==> src/rtl/tmds_clk_pkg.sv <==
// Shared types and helpers for the TMDS clock supervisor.
package tmds_clk_pkg;

  typedef enum logic [1:0] {
    RST_MMCM,
    WAIT_LOCK,
    MEASURE,
    ACTIVE
  } chan_state_t;

  // Width of a reported frequency: edge count plus the pixel-divider shift.
  function automatic int unsigned freq_w(input int unsigned cnt_w, input int unsigned div_log2);
    return cnt_w + div_log2;
  endfunction

endpackage

==> src/rtl/tmds_clk_chan_mon.sv <==
// One supervised MMCM channel: input syncs, window/edge counters, reset-lock-measure FSM.
module tmds_clk_chan_mon
  import tmds_clk_pkg::*;
#(
  parameter int unsigned WIN_CYCLES     = 100000,
  parameter int unsigned DIV_LOG2       = 4,
  parameter int unsigned CNT_W          = 16,
  parameter int unsigned RST_CYCLES     = 16,
  parameter int unsigned LOCK_TO_CYCLES = 1000000,
  parameter int unsigned FMIN_KHZ       = 25000,
  parameter int unsigned FMAX_KHZ       = 165000,
  parameter int unsigned DRIFT_KHZ      = 500,
  localparam int unsigned FW            = freq_w(CNT_W, DIV_LOG2)
) (
  input  logic          clk,
  input  logic          rst,
  input  logic          mmcm_locked,
  input  logic          pix_tgl,
  output logic          mmcm_rst,
  output logic          ch_valid,
  output logic [FW-1:0] freq_khz,
  output logic          freq_upd,
  output logic [7:0]    relock_cnt
);

  localparam int unsigned T1   = (RST_CYCLES > WIN_CYCLES) ? RST_CYCLES : WIN_CYCLES;
  localparam int unsigned TMAX = (T1 > LOCK_TO_CYCLES) ? T1 : LOCK_TO_CYCLES;
  localparam int unsigned TW   = $clog2(TMAX + 1);

  chan_state_t      state, state_nx;
  logic [1:0]       lock_sync;
  logic [2:0]       tgl_sync;
  logic [TW-1:0]    tmr;
  logic [CNT_W-1:0] edge_cnt, cnt_nx;
  logic [FW-1:0]    freq_new;
  logic [31:0]      fn32, fo32, delta;
  logic             locked, tgl_edge, win_end, in_range, drift_bad, upd, relock;

  always_comb begin
    locked    = lock_sync[1];
    tgl_edge  = tgl_sync[2] ^ tgl_sync[1];
    cnt_nx    = (tgl_edge && (edge_cnt != '1)) ? edge_cnt + 1'b1 : edge_cnt;
    freq_new  = FW'(cnt_nx) << DIV_LOG2;
    fn32      = 32'(freq_new);
    fo32      = 32'(freq_khz);
    delta     = (fn32 > fo32) ? fn32 - fo32 : fo32 - fn32;
    in_range  = (fn32 >= FMIN_KHZ) && (fn32 <= FMAX_KHZ);
    drift_bad = delta > DRIFT_KHZ;
    win_end   = ((state == MEASURE) || (state == ACTIVE)) && (tmr == TW'(WIN_CYCLES - 1));
  end

  // Lock loss is checked ahead of window end so a coincident loss suppresses the update.
  always_comb begin
    state_nx = state;
    upd      = 1'b0;
    relock   = 1'b0;
    case (state)
      RST_MMCM: begin
        if (tmr == TW'(RST_CYCLES - 1)) state_nx = WAIT_LOCK;
      end
      WAIT_LOCK: begin
        if (locked) begin
          state_nx = MEASURE;
        end else if (tmr == TW'(LOCK_TO_CYCLES - 1)) begin
          state_nx = RST_MMCM;
          relock   = 1'b1;
        end
      end
      MEASURE: begin
        if (!locked) begin
          state_nx = RST_MMCM;
          relock   = 1'b1;
        end else if (win_end) begin
          upd = 1'b1;
          if (in_range) begin
            state_nx = ACTIVE;
          end else begin
            state_nx = RST_MMCM;
            relock   = 1'b1;
          end
        end
      end
      ACTIVE: begin
        if (!locked) begin
          state_nx = RST_MMCM;
          relock   = 1'b1;
        end else if (win_end) begin
          upd = 1'b1;
          if (!in_range || drift_bad) begin
            state_nx = RST_MMCM;
            relock   = 1'b1;
          end
        end
      end
      default: state_nx = RST_MMCM;
    endcase
  end

  always_ff @(posedge clk) begin
    if (rst) begin
      lock_sync  <= '0;
      tgl_sync   <= '0;
      state      <= RST_MMCM;
      tmr        <= '0;
      edge_cnt   <= '0;
      mmcm_rst   <= 1'b1;
      ch_valid   <= 1'b0;
      freq_khz   <= '0;
      freq_upd   <= 1'b0;
      relock_cnt <= '0;
    end else begin
      lock_sync <= {lock_sync[0], mmcm_locked};
      tgl_sync  <= {tgl_sync[1:0], pix_tgl};
      state     <= state_nx;
      tmr       <= ((state_nx != state) || win_end) ? '0 : tmr + TW'(1);
      edge_cnt  <= ((state_nx == state) && !win_end &&
                    ((state == MEASURE) || (state == ACTIVE))) ? cnt_nx : '0;
      mmcm_rst  <= (state_nx == RST_MMCM);
      ch_valid  <= (state_nx == ACTIVE);
      freq_upd  <= upd;
      if (upd) freq_khz <= freq_new;
      if (relock && (relock_cnt != 8'hFF)) relock_cnt <= relock_cnt + 8'd1;
    end
  end

endmodule

==> src/rtl/tmds_clock_supervisor.sv <==
// Supervises NUM_CH independent HDMI-RX clock MMCMs and packs per-channel status onto flat buses.
module tmds_clock_supervisor
  import tmds_clk_pkg::*;
#(
  parameter int unsigned NUM_CH         = 1,
  parameter int unsigned WIN_CYCLES     = 100000,
  parameter int unsigned DIV_LOG2       = 4,
  parameter int unsigned CNT_W          = 16,
  parameter int unsigned RST_CYCLES     = 16,
  parameter int unsigned LOCK_TO_CYCLES = 1000000,
  parameter int unsigned FMIN_KHZ       = 25000,
  parameter int unsigned FMAX_KHZ       = 165000,
  parameter int unsigned DRIFT_KHZ      = 500,
  localparam int unsigned FW            = freq_w(CNT_W, DIV_LOG2)
) (
  input  logic                 clk,
  input  logic                 rst,
  input  logic [NUM_CH-1:0]    mmcm_locked,
  input  logic [NUM_CH-1:0]    pix_tgl,
  output logic [NUM_CH-1:0]    mmcm_rst,
  output logic [NUM_CH-1:0]    ch_valid,
  output logic [NUM_CH*FW-1:0] freq_khz,
  output logic [NUM_CH-1:0]    freq_upd,
  output logic [NUM_CH*8-1:0]  relock_cnt
);

  for (genvar i = 0; i < NUM_CH; i++) begin : g_ch
    tmds_clk_chan_mon #(
      .WIN_CYCLES    (WIN_CYCLES),
      .DIV_LOG2      (DIV_LOG2),
      .CNT_W         (CNT_W),
      .RST_CYCLES    (RST_CYCLES),
      .LOCK_TO_CYCLES(LOCK_TO_CYCLES),
      .FMIN_KHZ      (FMIN_KHZ),
      .FMAX_KHZ      (FMAX_KHZ),
      .DRIFT_KHZ     (DRIFT_KHZ)
    ) u_mon (
      .clk        (clk),
      .rst        (rst),
      .mmcm_locked(mmcm_locked[i]),
      .pix_tgl    (pix_tgl[i]),
      .mmcm_rst   (mmcm_rst[i]),
      .ch_valid   (ch_valid[i]),
      .freq_khz   (freq_khz[i*FW +: FW]),
      .freq_upd   (freq_upd[i]),
      .relock_cnt (relock_cnt[i*8 +: 8])
    );
  end

endmodule

==> config.mk <==
export PLATFORM = sky130hd
export DESIGN_NAME = tmds_clock_supervisor
export DESIGN_NICKNAME = d
export VERILOG_FILES = /design/src/rtl/tmds_clk_pkg.sv /design/src/rtl/tmds_clk_chan_mon.sv /design/src/rtl/tmds_clock_supervisor.sv
export SDC_FILE = /design/constraint.sdc
export NUM_CORES = 1
export LEC_CHECK = 0
export BUFFER_PORTS_ARGS = -buffer_cell sky130_fd_sc_hd__buf_4
export CAP_MARGIN = 20
export CORE_MARGIN = 1.5
export CORE_UTILIZATION = 42
export CTS_BUF_LIST = sky130_fd_sc_hd__clkbuf_16
export DETAILED_ROUTE_END_ITERATION = 12
export SYNTH_ARGS = -nofsm -noshare
export SYNTH_HDL_FRONTEND = slang
export SYNTH_HIERARCHICAL = 1
export SYNTH_SLANG_ARGS = --single-unit
==> constraint.sdc <==
create_clock -name clk -period 12.1 [get_ports clk]
set_clock_uncertainty 0.05 [all_clocks]
set_input_delay 1.815 -clock clk [delete_from_list [all_inputs] [get_ports clk]]
set_output_delay 1.815 -clock clk [all_outputs]
set_load 0.01 [all_outputs]
==> flow_results.xml <==
<?xml version="1.0" encoding="UTF-8"?>
<metrics>
  <group name="timing">
    <metric name="max_freq" unit="MHz">161</metric>
    <metric name="worst_pin_slew" unit="ns">1.03</metric>
    <metric name="finalWorstPathRequiredPeriod" unit="ns">6.21</metric>
    <metric name="setup_tns" unit="ns">0</metric>
    <metric name="slew_headroom" unit="">0.307</metric>
    <metric name="rsz0062_at_grt" unit="">false</metric>
    <metric name="report.final.slew_viol_count" unit="">0</metric>
    <metric name="setup_viol" unit="">0</metric>
    <metric name="hold_viol_final" unit="">0</metric>
    <metric name="final.period_utilization" unit="">0.514</metric>
    <metric name="finalHoldWorstSlack" unit="ns">0.382</metric>
  </group>
  <group name="cells_and_area">
    <metric name="layout-drive-gt1-share" unit="">0.100</metric>
    <metric name="areaGrowthSynthToFinish" unit="%">10.8</metric>
    <metric name="diodes" unit="">0</metric>
    <metric name="nNetsFinal" unit="">691</metric>
    <metric name="fill_cells" unit="">1166</metric>
  </group>
  <group name="setup_path">
    <metric name="criticalPathCategory" unit="">flip-flop to flip-flop</metric>
    <metric name="path_max_fanout" unit="">16</metric>
    <metric name="end_kind" unit="">flip-flop</metric>
    <metric name="critPathRequiredTime" unit="ns">12.21</metric>
    <metric name="crit_arrival" unit="ns">6.33</metric>
    <metric name="critPathLaunchType" unit="">flip-flop</metric>
  </group>
  <group name="clocking">
    <metric name="cts_max_level" unit="">3</metric>
    <metric name="clkLatencyLatePin" unit="ns">0.33</metric>
    <metric name="post_cts_resized" unit="">0</metric>
    <metric name="numCtsBuffers" unit="">9</metric>
    <metric name="cts_hold_buffers" unit="">0</metric>
    <metric name="cts_setup_buffers" unit="">0</metric>
    <metric name="max-clock-path-buffers" unit="">2</metric>
    <metric name="cts_num_sinks" unit="">70</metric>
    <metric name="cts_tree" unit="">built</metric>
    <metric name="clkSlewWorstSetupHoldPaths" unit="ns">0.06</metric>
    <metric name="clockRootBuffer" unit="">clkbuf_16</metric>
  </group>
  <group name="synth">
    <metric name="syn-instance-count" unit="">645</metric>
    <metric name="synth.avg_cell_area" unit="um^2">7.87</metric>
    <metric name="netlist-cell-type-count" unit="">72</metric>
    <metric name="synth_top_cell_by_area" unit="">dfxtp_1</metric>
    <metric name="ys_dominant_reg_cell" unit="">dfxtp_1</metric>
    <metric name="synth.yosys.seq_area_share" unit="">0.276</metric>
    <metric name="synthDominantCellAreaShare" unit="">0.276</metric>
    <metric name="synth_area" unit="um^2">5070</metric>
    <metric name="yosys-top-cells-area" unit="">dfxtp_1 (28%), ha_1 (8.6%), nor2_1 (4.9%)</metric>
    <metric name="synth_most_common_cell" unit="">dfxtp_1</metric>
    <metric name="post_synthesis_async_set_or_reset_flop_share" unit="">0</metric>
    <metric name="synth-edff-count" unit="">0</metric>
    <metric name="yosys_warnings" unit="">6</metric>
    <metric name="synth_commonest_cells" unit="">dfxtp_1 (70), nor2_1 (66), nand2_1 (46)</metric>
    <metric name="ys_seq_elements" unit="">70</metric>
  </group>
  <group name="floorplanning">
    <metric name="design.die.area" unit="um^2">12700</metric>
    <metric name="design.portCount" unit="">35</metric>
    <metric name="initial_core_util" unit="">0.437</metric>
    <metric name="core_area" unit="um^2">11600</metric>
    <metric name="floorplan.rows" unit="">39</metric>
    <metric name="die_w" unit="um">113</metric>
    <metric name="die_height" unit="um">113</metric>
  </group>
  <group name="grt">
    <metric name="top_usage_layer" unit="">met2</metric>
    <metric name="grt_pass1_wl" unit="um">21100</metric>
    <metric name="grt.total_usage" unit="">0.202</metric>
    <metric name="grt_start_max_net_pins" unit="">34</metric>
    <metric name="grt.met1_usage" unit="">0.287</metric>
    <metric name="groute.layer.met3.usage" unit="">0.0311</metric>
    <metric name="grt_remaining_overflow" unit="">0</metric>
    <metric name="grt_util_met2" unit="">0.316</metric>
    <metric name="grt_antenna_before_repair" unit="">0</metric>
    <metric name="first_global_vias" unit="">4256</metric>
  </group>
  <group name="detailed_routing">
    <metric name="final_antenna_net_count" unit="">0</metric>
    <metric name="wl" unit="um">12500</metric>
    <metric name="drt_first_iter_violations" unit="">427</metric>
    <metric name="routed_wire_length_per_instance" unit="um">15.6</metric>
    <metric name="viasPerCell" unit="">5.83</metric>
    <metric name="total_number_of_vias" unit="">4661</metric>
    <metric name="remaining_drc_errors" unit="">0</metric>
    <metric name="pre_antenna_drt_iters" unit="">5</metric>
  </group>
  <group name="place">
    <metric name="gp_congestion" unit="">0.957</metric>
    <metric name="hpwlAfterDp" unit="um">9510</metric>
    <metric name="port_buffers" unit="">30</metric>
  </group>
  <group name="worst_hold_path">
    <metric name="timing.hold.worst.class" unit="">flip-flop to flip-flop</metric>
  </group>
  <group name="pwr">
    <metric name="cellLeakagePower" unit="nW">2.26</metric>
    <metric name="p_per_area" unit="nW/um^2">91.8</metric>
    <metric name="max_vdd_drop" unit="mV">0.0733</metric>
  </group>
  <group name="run_status">
    <metric name="run_status" unit="">complete, no violations</metric>
  </group>
  <group name="job">
    <metric name="cap_viol_max_count" unit="">0</metric>
  </group>
</metrics>
[final timing paths]
path | startpoint | endpoint | slack (ns) | depth (start not counted)
setup reg to reg | g_ch[0].u_mon/edge_cnt[0] | g_ch[0].u_mon/edge_cnt[0] | 5.89 | 17
hold / removal | g_ch[0].u_mon/lock_sync[0] | g_ch[0].u_mon/lock_sync[1] | 0.38 | 1
setup / recovery | g_ch[0].u_mon/edge_cnt[0] | g_ch[0].u_mon/edge_cnt[0] | 5.89 | 17
hold reg to reg | g_ch[0].u_mon/lock_sync[0] | g_ch[0].u_mon/lock_sync[1] | 0.38 | 1
[cell families (layout without fill, tap and decap cells)]
family	after synthesis	in the layout	synth area share
AO/OA/AOI/OAI	139	139	0.192
XOR/XNOR	39	39	0.0688
adder cells (fa/ha/maj)	35	35	0.0863
buffers and inverters	80	89	0.0666
flip-flops	70	70	0.276
multiplexers	4	4	0.00814
other	1	4	0.000739
AND/OR/NAND/NOR	277	277	0.302
[per-layer routing]
| metal | wire length [um] | vias to the layer above |
|---|---|---|
| li1 | - | 2349 |
| met1 | 6250 | 2164 |
| met2 | 5480 | 128 |
| met3 | 531 | 20 |
| met4 | 231 | 0 |
| met5 | 0 | - |
[final cells by class]
| type | instances | area (um^2) | area share |
|---|---|---|---|
| Multi-Input combinational cell | 498 | 3350 | 0.595 |
| Sequential cell | 70 | 1400 | 0.249 |
| Timing Repair Buffer | 32 | 240 | 0.0428 |
| Clock buffer | 9 | 225 | 0.0401 |
| Tap cell | 143 | 179 | 0.0318 |
| Inverter | 41 | 154 | 0.0274 |
| Clock inverter | 7 | 73.8 | 0.0131 |
[cell usage in the layout (no fill, tap or decap), types with 15 or more instances in the layout]
cell | Yosys | routed
xnor2_1 | 16 | 16
nand4_1 | 15 | 15
ha_1 | 35 | 35
nor3_1 | 22 | 22
and3_1 | 19 | 19
a21oi_1 | 31 | 31
dfxtp_1 | 70 | 70
nand2_1 | 46 | 46
xor2_1 | 22 | 22
a211oi_1 | 20 | 20
nor2_1 | 66 | 66
inv_1 | 41 | 42
nand3_1 | 23 | 23
buf_4 | 5 | 32
[critical path: stages, from the launching register on]
cell       delay [ns]
dfxtp_1          0.42
ha_1             0.32
nand4_1          0.22
nor4_1           0.54
nor2_1           0.26
and3_1           0.26
xnor2_1          0.22
inv_1            0.11
ha_1             0.47
nand4_1          0.19
o21bai_1         0.29
a2111oi_2        0.64
nor2_1           0.20
and4_1           0.21
a221oi_1         0.55
nor4_4           0.13
nor3_2           0.80
nor3_1           0.16
[power breakdown]
group,switching (mW),internal (mW),leakage [nW]
Combinational,0.0141,0.00835,1.55
Sequential,0.00118,0.232,0.565
Clock,0.101,0.160,0.139
[stage by stage]
stage / area, um^2 / power (mW) / std cells / utilization / setup WS (ns)
2_1_floorplan: 5080 / 0.257 / 648 / - / 6.91
3_3_place_gp: 5320 / 0.260 / 784 / 0.458 / 6.12
3_5_place_dp: 5320 / 0.261 / 784 / 0.458 / 5.96
4_1_cts: 5620 / 0.522 / 800 / 0.484 / 5.95
5_1_grt: 5620 / 0.537 / 800 / 0.484 / 5.23
6_report: 5620 / 0.516 / 800 / 0.484 / 5.89
[registers in the layout (all words and copies together), names as in the netlist]
signal / count
g_ch.u_mon/freq_khz: 16
g_ch.u_mon/ch_valid: 1
g_ch.u_mon/lock_sync: 2
g_ch.u_mon/edge_cnt: 16
g_ch.u_mon/mmcm_rst: 1
g_ch.u_mon/tgl_sync: 3
g_ch.u_mon/relock_cnt: 8
g_ch.u_mon/tmr: 20
g_ch.u_mon/state: 2
g_ch.u_mon/freq_upd: 1
Power figures use the tool's default switching activity.
